`config.mk`:
```
export PLATFORM = sky130hd
export DESIGN_NAME = uart_mmio_flat
export DESIGN_NICKNAME = d
export VERILOG_FILES = /design/src/rtl/uart_mmio_pkg.sv /design/src/rtl/uart_mmio_if.sv /design/src/rtl/uart_rx_core.sv /design/src/rtl/uart_mmio.sv /design/src/flat_wrapper.sv
export SDC_FILE = /design/constraint.sdc
export NUM_CORES = 1
export LEC_CHECK = 0
export ABC_AREA = 1
export CAP_MARGIN = 20
export CORE_MARGIN = 2
export CORE_UTILIZATION = 53
export CTS_CLUSTER_SIZE = 16
export DETAILED_ROUTE_END_ITERATION = 8
export PLACE_DENSITY = 0.85
export SYNTH_ARGS = -nofsm -noshare
export SYNTH_HDL_FRONTEND = slang
export SYNTH_SLANG_ARGS = --single-unit
```
`constraint.sdc`:
```
create_clock -name clk -period 3.4 [get_ports clk]
set_input_delay 0.85 -clock clk [delete_from_list [all_inputs] [get_ports clk]]
set_output_delay 0.85 -clock clk [all_outputs]
set_load 0.03 [all_outputs]
```
`src/rtl/uart_mmio_pkg.sv`:
```
// Shared constants and FSM state type for the memory-mapped UART.
// Register map, CON bit positions and the common IDLE/START/DATA/STOP encoding.
package uart_mmio_pkg;

  localparam logic [31:0] UART_ADDR_TXD = 32'h4000_0018;
  localparam logic [31:0] UART_ADDR_RXD = 32'h4000_001C;
  localparam logic [31:0] UART_ADDR_CON = 32'h4000_0020;

  localparam int TX_IRQ_EN = 0;
  localparam int RX_IRQ_EN = 1;
  localparam int TX_DONE   = 2;
  localparam int RX_DONE   = 3;
  localparam int TX_BUSY   = 4;
  localparam int RX_OVR    = 5;

  typedef enum logic [1:0] {
    IDLE  = 2'd0,
    START = 2'd1,
    DATA  = 2'd2,
    STOP  = 2'd3
  } uart_state_e;

  function automatic logic irq_from_con(input logic [1:0] en, input logic tx_done,
                                        input logic rx_done);
    return (en[0] & tx_done) | (en[1] & rx_done);
  endfunction

endpackage

```
`src/rtl/uart_mmio_if.sv`:
```
// Data-memory bus bundle seen by the UART: read/write strobes, address, store and load data.
interface uart_mmio_if;
  logic        MemRead;
  logic        MemWrite;
  logic [31:0] Address;
  logic [31:0] Write_data;
  logic [31:0] Read_data;

  modport master (output MemRead, output MemWrite, output Address, output Write_data,
                  input Read_data);
  modport slave  (input MemRead, input MemWrite, input Address, input Write_data,
                  output Read_data);
endinterface

```
`src/rtl/uart_rx_core.sv`:
```
// 8N1 receiver: 2-flop synchronizer, start-bit glitch filter, centre sampling, stop check.
// rx_valid_o pulses for one cycle at a good stop sample; rx_byte_o holds the byte then.
module uart_rx_core
  import uart_mmio_pkg::*;
#(
  parameter int CLKS_PER_BIT = 868
) (
  input  logic       clk,
  input  logic       reset,
  input  logic       rx_i,
  output logic [7:0] rx_byte_o,
  output logic       rx_valid_o
);

  localparam int            CW       = $clog2(CLKS_PER_BIT);
  localparam logic [CW-1:0] CNT_LAST = CW'(CLKS_PER_BIT - 1);
  localparam logic [CW-1:0] CNT_HALF = CW'(CLKS_PER_BIT / 2 - 1);
  localparam logic [CW-1:0] CNT_ONE  = CW'(1);

  logic        sync1_q, sync2_q, prev_q;
  uart_state_e state_q, state_d;
  logic [CW-1:0] cnt_q, cnt_d;
  logic [2:0]  bit_q, bit_d;
  logic [7:0]  shift_q, shift_d;
  logic        valid_s;

  // Synchronizer and edge-history flops idle high so reset never looks like a start edge
  always_ff @(posedge clk or posedge reset) begin
    if (reset) begin
      sync1_q <= 1'b1;
      sync2_q <= 1'b1;
      prev_q  <= 1'b1;
    end else begin
      sync1_q <= rx_i;
      sync2_q <= sync1_q;
      prev_q  <= sync2_q;
    end
  end

  // Receive FSM state register
  always_ff @(posedge clk or posedge reset) begin
    if (reset) begin
      state_q <= IDLE;
      cnt_q   <= '0;
      bit_q   <= 3'd0;
      shift_q <= 8'h00;
    end else begin
      state_q <= state_d;
      cnt_q   <= cnt_d;
      bit_q   <= bit_d;
      shift_q <= shift_d;
    end
  end

  // Receive FSM next state: half-bit start check, then one sample per bit period
  always_comb begin
    state_d = state_q;
    cnt_d   = cnt_q;
    bit_d   = bit_q;
    shift_d = shift_q;
    valid_s = 1'b0;
    case (state_q)
      IDLE: begin
        if (prev_q && !sync2_q) begin
          state_d = START;
          cnt_d   = '0;
        end else begin
          cnt_d   = '0;
        end
      end
      START: begin
        if (cnt_q == CNT_HALF) begin
          cnt_d   = '0;
          bit_d   = 3'd0;
          state_d = sync2_q ? IDLE : DATA;
        end else begin
          cnt_d   = cnt_q + CNT_ONE;
        end
      end
      DATA: begin
        if (cnt_q == CNT_LAST) begin
          cnt_d   = '0;
          shift_d = {sync2_q, shift_q[7:1]};
          if (bit_q == 3'd7) begin
            state_d = STOP;
          end else begin
            bit_d   = bit_q + 3'd1;
          end
        end else begin
          cnt_d   = cnt_q + CNT_ONE;
        end
      end
      STOP: begin
        if (cnt_q == CNT_LAST) begin
          cnt_d   = '0;
          state_d = IDLE;
          valid_s = sync2_q;
        end else begin
          cnt_d   = cnt_q + CNT_ONE;
        end
      end
      default: begin
        state_d = IDLE;
        cnt_d   = '0;
      end
    endcase
  end

  assign rx_byte_o  = shift_q;
  assign rx_valid_o = valid_s;

endmodule

```
`src/rtl/uart_mmio.sv`:
```
// Memory-mapped 8N1 UART: TXD/RXD/CON registers, transmit FSM, level irq, combinational read mux.
// Optional macro UART_RX_OVERRUN_EN adds the CON[5] receive-overrun flag. CLKS_PER_BIT must be >= 4.
module uart_mmio
  import uart_mmio_pkg::*;
#(
  parameter int          CLKS_PER_BIT = 868,
  parameter logic [31:0] ADDR_TXD     = UART_ADDR_TXD,
  parameter logic [31:0] ADDR_RXD     = UART_ADDR_RXD,
  parameter logic [31:0] ADDR_CON     = UART_ADDR_CON
) (
  input  logic        clk,
  input  logic        reset,
  uart_mmio_if.slave  bus,
  input  logic        uart_rx,
  output logic        uart_tx,
  output logic        irq
);

  localparam int            CW       = $clog2(CLKS_PER_BIT);
  localparam logic [CW-1:0] CNT_LAST = CW'(CLKS_PER_BIT - 1);
  localparam logic [CW-1:0] CNT_ONE  = CW'(1);

  uart_state_e   tx_state_q, tx_state_d;
  logic [CW-1:0] tx_cnt_q, tx_cnt_d;
  logic [2:0]    tx_bit_q, tx_bit_d;
  logic [7:0]    txd_q, txd_d;
  logic          tx_q, tx_d;
  logic          tx_done_evt_s;
  logic [7:0]    rxd_q, rxd_d;
  logic [1:0]    irq_en_q, irq_en_d;
  logic          tx_done_q, tx_done_d;
  logic          rx_done_q, rx_done_d;
  logic          irq_q, irq_d;
  logic          con_ovr_s;
  logic [5:0]    con_rd_s;
  logic [7:0]    rx_byte_s;
  logic          rx_valid_s;
  logic          wdata_unused_s;

  wire sel_txd_s  = (bus.Address == ADDR_TXD);
  wire sel_con_s  = (bus.Address == ADDR_CON);
  wire wr_txd_s   = bus.MemWrite & sel_txd_s;
  wire wr_con_s   = bus.MemWrite & sel_con_s;
  wire rd_con_s   = bus.MemRead & sel_con_s;
  wire tx_busy_s  = (tx_state_q != IDLE);

  // Only the low store byte lands in any register
  assign wdata_unused_s = ^bus.Write_data[31:8];

  uart_rx_core #(.CLKS_PER_BIT(CLKS_PER_BIT)) u_rx (
    .clk        (clk),
    .reset      (reset),
    .rx_i       (uart_rx),
    .rx_byte_o  (rx_byte_s),
    .rx_valid_o (rx_valid_s)
  );

  // Transmit FSM and line register; async reset returns the line high immediately
  always_ff @(posedge clk or posedge reset) begin
    if (reset) begin
      tx_state_q <= IDLE;
      tx_cnt_q   <= '0;
      tx_bit_q   <= 3'd0;
      txd_q      <= 8'h00;
      tx_q       <= 1'b1;
    end else begin
      tx_state_q <= tx_state_d;
      tx_cnt_q   <= tx_cnt_d;
      tx_bit_q   <= tx_bit_d;
      txd_q      <= txd_d;
      tx_q       <= tx_d;
    end
  end

  // Transmit next state: line value is registered one step ahead of each bit period
  always_comb begin
    tx_state_d    = tx_state_q;
    tx_cnt_d      = tx_cnt_q;
    tx_bit_d      = tx_bit_q;
    txd_d         = txd_q;
    tx_d          = tx_q;
    tx_done_evt_s = 1'b0;
    case (tx_state_q)
      IDLE: begin
        if (wr_txd_s) begin
          txd_d      = bus.Write_data[7:0];
          tx_state_d = START;
          tx_cnt_d   = '0;
          tx_d       = 1'b0;
        end else begin
          tx_d       = 1'b1;
        end
      end
      START: begin
        if (tx_cnt_q == CNT_LAST) begin
          tx_state_d = DATA;
          tx_cnt_d   = '0;
          tx_bit_d   = 3'd0;
          tx_d       = txd_q[0];
        end else begin
          tx_cnt_d   = tx_cnt_q + CNT_ONE;
        end
      end
      DATA: begin
        if (tx_cnt_q == CNT_LAST) begin
          tx_cnt_d = '0;
          if (tx_bit_q == 3'd7) begin
            tx_state_d = STOP;
            tx_d       = 1'b1;
          end else begin
            tx_bit_d   = tx_bit_q + 3'd1;
            tx_d       = txd_q[tx_bit_q + 3'd1];
          end
        end else begin
          tx_cnt_d = tx_cnt_q + CNT_ONE;
        end
      end
      STOP: begin
        if (tx_cnt_q == CNT_LAST) begin
          tx_state_d    = IDLE;
          tx_cnt_d      = '0;
          tx_done_evt_s = 1'b1;
        end else begin
          tx_cnt_d      = tx_cnt_q + CNT_ONE;
        end
      end
      default: begin
        tx_state_d = IDLE;
        tx_cnt_d   = '0;
        tx_d       = 1'b1;
      end
    endcase
  end

  // CON/RXD next state: a set event on the same edge as a clearing read wins
  always_comb begin
    irq_en_d  = wr_con_s ? bus.Write_data[1:0] : irq_en_q;
    rxd_d     = rx_valid_s ? rx_byte_s : rxd_q;
    tx_done_d = tx_done_evt_s ? 1'b1 : (rd_con_s ? 1'b0 : tx_done_q);
    rx_done_d = rx_valid_s ? 1'b1 : (rd_con_s ? 1'b0 : rx_done_q);
    irq_d     = irq_from_con(irq_en_d, tx_done_d, rx_done_d);
  end

  // Register file and irq, which tracks CON without added delay
  always_ff @(posedge clk or posedge reset) begin
    if (reset) begin
      irq_en_q  <= 2'b00;
      rxd_q     <= 8'h00;
      tx_done_q <= 1'b0;
      rx_done_q <= 1'b0;
      irq_q     <= 1'b0;
    end else begin
      irq_en_q  <= irq_en_d;
      rxd_q     <= rxd_d;
      tx_done_q <= tx_done_d;
      rx_done_q <= rx_done_d;
      irq_q     <= irq_d;
    end
  end

`ifdef UART_RX_OVERRUN_EN
  logic ovr_q, ovr_d;

  // Overrun: a good byte arrives while the previous one is still unacknowledged
  always_comb begin
    ovr_d = (rx_valid_s && rx_done_q) ? 1'b1 : (rd_con_s ? 1'b0 : ovr_q);
  end

  // Overrun flag register
  always_ff @(posedge clk or posedge reset) begin
    if (reset) begin
      ovr_q <= 1'b0;
    end else begin
      ovr_q <= ovr_d;
    end
  end

  assign con_ovr_s = ovr_q;
`else
  assign con_ovr_s = 1'b0;
`endif

  // CON view assembled from the individual flag flops
  always_comb begin
    con_rd_s            = 6'b000000;
    con_rd_s[TX_IRQ_EN] = irq_en_q[0];
    con_rd_s[RX_IRQ_EN] = irq_en_q[1];
    con_rd_s[TX_DONE]   = tx_done_q;
    con_rd_s[RX_DONE]   = rx_done_q;
    con_rd_s[TX_BUSY]   = tx_busy_s;
    con_rd_s[RX_OVR]    = con_ovr_s;
  end

  // Zero-latency read mux; drives zero when not addressed so it can be ORed with memory
  always_comb begin
    bus.Read_data = 32'h0000_0000;
    if (bus.MemRead) begin
      case (bus.Address)
        ADDR_TXD: bus.Read_data = {24'h00_0000, txd_q};
        ADDR_RXD: bus.Read_data = {24'h00_0000, rxd_q};
        ADDR_CON: bus.Read_data = {26'h000_0000, con_rd_s};
        default:  bus.Read_data = 32'h0000_0000;
      endcase
    end else begin
      bus.Read_data = 32'h0000_0000;
    end
  end

  assign uart_tx = tx_q;
  assign irq     = irq_q;

endmodule
```
`src/flat_wrapper.sv`:
```
// flat-port wrapper written by rule: the top's interface ports become plain ports
module uart_mmio_flat import uart_mmio_pkg::*;
#(
  parameter int          CLKS_PER_BIT = 868,
  parameter logic [31:0] ADDR_TXD     = UART_ADDR_TXD,
  parameter logic [31:0] ADDR_RXD     = UART_ADDR_RXD,
  parameter logic [31:0] ADDR_CON     = UART_ADDR_CON
)
  (clk, reset, uart_rx, uart_tx, irq, bus_MemRead, bus_MemWrite, bus_Address, bus_Write_data, bus_Read_data);
  uart_mmio_if bus_i ();
  input  logic clk;
  input  logic reset;
  input  logic uart_rx;
  output logic uart_tx;
  output logic irq;
  input wire logic [$bits(bus_i.MemRead)-1:0] bus_MemRead;
  input wire logic [$bits(bus_i.MemWrite)-1:0] bus_MemWrite;
  input wire logic [$bits(bus_i.Address)-1:0] bus_Address;
  input wire logic [$bits(bus_i.Write_data)-1:0] bus_Write_data;
  output wire logic [$bits(bus_i.Read_data)-1:0] bus_Read_data;
  assign bus_i.MemRead = bus_MemRead;
  assign bus_i.MemWrite = bus_MemWrite;
  assign bus_i.Address = bus_Address;
  assign bus_i.Write_data = bus_Write_data;
  assign bus_Read_data = bus_i.Read_data;
  uart_mmio #(.CLKS_PER_BIT(CLKS_PER_BIT), .ADDR_TXD(ADDR_TXD), .ADDR_RXD(ADDR_RXD), .ADDR_CON(ADDR_CON)) u_core (.clk(clk), .reset(reset), .bus(bus_i), .uart_rx(uart_rx), .uart_tx(uart_tx), .irq(irq));
endmodule
```
==> results.tsv <==
metric	value	unit
status	complete, no violations	
met3_length	497	um
clockBufferDepth	2	
syn_area	3890	sq um
cts.htree.levels	3	
port_buffers	54	
grt_pass1_vias	3233	
placed_cell_area	4480	sq um
slew_viol_final	0	
grt_max_degree	36	
die_h	89.7	um
syn_inst	529	
layout_common_cells	149 x nand2_1, 75 x inv_1, 63 x nand3_1	
crit_chain	clkdlybuf4s50_1, nor2_1, nand2_1, nor2_1, nand2_2, nor2_8, o211ai_1, nand2_4, nand2_1, inv_1, buf_6	
postCtsHoldBufs	0	
max_stage_delay	0.40	ns
pre_cts_ws	0.00746	ns
numCtsBuffers	9	
dieWidth	89.7	um
finalCriticalPeriod	3.36	ns
crit_type	in -> out	
cts_tree	done	
start_util	54.3	%
post-synth-top-area-fraction	37.9	%
final_area	4790	sq um
drive_gt1_share	12.1	%
grt_usage	22.1	%
fin_skew	0.00829	ns
avgSynthCellArea	7.36	sq um
n_antenna_cell	0	
wl_met2	4400	um
routed_wl	8750	um
mostFrequentLayoutCell	nand2_1	
maxSlewHeadroom	59.9	%
r2r_slack	1.70	ns
drc	0	
finalCritPeriodShare	98.7	%
routed.top_layer	met4	
fmax	298	MHz
seq_area_frac_synth	40.6	%
power_density	376	nW/um^2
coreArea	7180	sq um
critPathArrivalTime	2.51	ns
grt_pass1_wl	14800	um
worst_path_max_delay_cell	clkdlybuf4s50_1	
clkTransAtPathRegs	0.06	ns
final_nets	681	
synth-seq-cells	63	
yosysWarnings	0	
fp-row-count	31	
synth_cell_types	34	
pin_count	103	
multi_input_area	1900	sq um
synth_top_area_cell	dfrtp_1	
cp_max_fo	8	
clkLatencyLatePin	0.35	ns
grt-ovfl-total	0	
layout-area-overhead-vs-synth	23.0	%
synthTopCellsByArea	dfrtp_1 38%, nand2_1 15%, nand3_1 8.4%	
crit_required	2.55	ns
drt-pass1-iter-count	4	
finalSetupViolations	0	
worst_ir_drop_vdd	0.323	mV
worst_hold_path_type	reg -> reg	
cts_root_buf	clkbuf_8	
cap_violations	0	
total_leakage_power	0.00244	uW
viasPerCell	4.99	
dr_total_vias	3512	
place.gp.congestion	0.915	
drt_iter0_markers	232	
wire_per_inst	12.4	um
dp_hpwl	6270	um
register_area	1580	sq um
worstMarginPinSlew	0.600	ns
endpoint_kind	output pin	
final_antenna_net_count	0	
antenna_found_initial	0	
hold_viol	0	
cts_num_sinks	63	
cp-start-kind	primary input	
fillers	591	
finalWorstSetupSlack	0.0434	ns
die-area	8050	sq um
met1Wirelength	3700	um
-- synthesized netlist by cell type, drive strengths merged --
| cell | n |
|---|---|
| dfrtp | 59 |
| nand3b | 2 |
| nand4 | 13 |
| xor2 | 6 |
| nor3 | 11 |
| o21bai | 1 |
| buf | 30 |
| xnor2 | 1 |
| conb | 1 |
| nor2 | 41 |
| ha | 12 |
| clkinv | 2 |
| nand2 | 160 |
| nand3 | 67 |
| clkbuf | 1 |
| o21ai | 31 |
| o211ai | 1 |
| a21oi | 3 |
| o31ai | 1 |
| nor3b | 1 |
| inv | 81 |
| dfstp | 4 |
-- state kept, by name, indices dropped and copies added, names as in the netlist, named ones only --
| signal | cells |
|---|---|
| u_core.tx_done_q | 1 |
| u_core.u_rx.prev_q | 1 |
| u_core.u_rx.sync1_q | 1 |
| u_core.tx_bit_q | 3 |
| u_core.u_rx.sync2_q | 1 |
| u_core.rx_done_q | 1 |
| u_core.uart_tx | 1 |
| u_core.txd_q | 8 |
| u_core.rxd_q | 8 |
| u_core.irq_en_q | 2 |
| u_core.tx_state_q | 2 |
| u_core.tx_cnt_q | 10 |
| u_core.u_rx.state_q | 1 |
| u_core.irq | 1 |
| u_core.u_rx.cnt_q | 10 |
| u_core.u_rx.rx_byte_o | 8 |
| u_core.u_rx.bit_q | 3 |
-- per-layer routing --
metal  track usage [%]  up-vias
li1                  -     1769
met1              27.8     1633
met2              37.9       94
met3              5.62       16
met4              6.15        0
met5                 0        -
-- area by class of cell --
cell class                      count  share of cell area (%)
Tap cell                           99                    2.59
Clock buffer                       12                    3.03
Timing Repair Buffer               67                    14.1
Clock inverter                      4                   0.993
Sequential cell                    63                    33.0
Inverter                           83                    6.53
Multi-Input combinational cell    376                    39.8
-- kinds of logic after synthesis --
logic type / Yosys count / share of synthesized area (%)
AND/OR/NAND/NOR: 295 / 35.0
XOR/XNOR: 7 / 1.57
flip-flops: 63 / 40.6
adder cells (fa/ha/maj): 12 / 3.85
buffers and inverters: 114 / 13.9
other: 1 / 0.0963
AO/OA/AOI/OAI: 37 / 4.95
-- worst paths after layout --
check | cells after the start | end | from
worst min-delay path | 0 | u_core.u_rx.sync2_q$_DFF_PP1_ | u_core.u_rx.sync1_q$_DFF_PP1_
max in group asynchronous | 3 | u_core.uart_tx$_DFFE_PP1P_ | reset
worst max-delay path | 11 | bus_Read_data[2] | bus_Address[19]
worst max register to register | 8 | u_core.u_rx.cnt_q[9]$_DFF_PP0_ | u_core.u_rx.cnt_q[0]$_DFF_PP0_
min in group asynchronous | 2 | u_core.u_rx.cnt_q[5]$_DFF_PP0_ | reset
worst min register to register | 0 | u_core.u_rx.sync2_q$_DFF_PP1_ | u_core.u_rx.sync1_q$_DFF_PP1_
-- where the power goes --
group | leakage (uW) | total, uW | switching, uW | internal (uW)
combinational | 0.00150 | 325 | 203 | 121
sequential | 0.000849 | 830 | 40.2 | 790
clock | 0.0000964 | 646 | 289 | 356
-- worst max-delay path: cells and delay by family --
| kind | cells | cell delay (ns) |
|---|---|---|
| AO/OA/AOI/OAI | 1 | 0.16 |
| buffers and inverters | 3 | 0.59 |
| AND/OR/NAND/NOR | 7 | 0.89 |
-- repair_timing --
action | in CTS | in global routing
hold endpoints to repair | 0 | 0
resized for setup | 0 | 28
buffers inserted | 0 | 4
setup endpoints to repair | 0 | 8
-- per-stage QoR --
step,TNS [ns],util (%),power [uW],hold WS (ns),std cells
global placement,0,62.4,1150,0.346,683
floorplan,0,-,1080,0.345,552
CTS,0,65.1,1810,0.357,699
global route,-0.112,66.7,1890,0.360,704
finish,0,66.7,1800,0.356,704
detailed placement,0,62.4,1170,0.348,683
No activity file was read; power rests on OpenSTA's default activity.
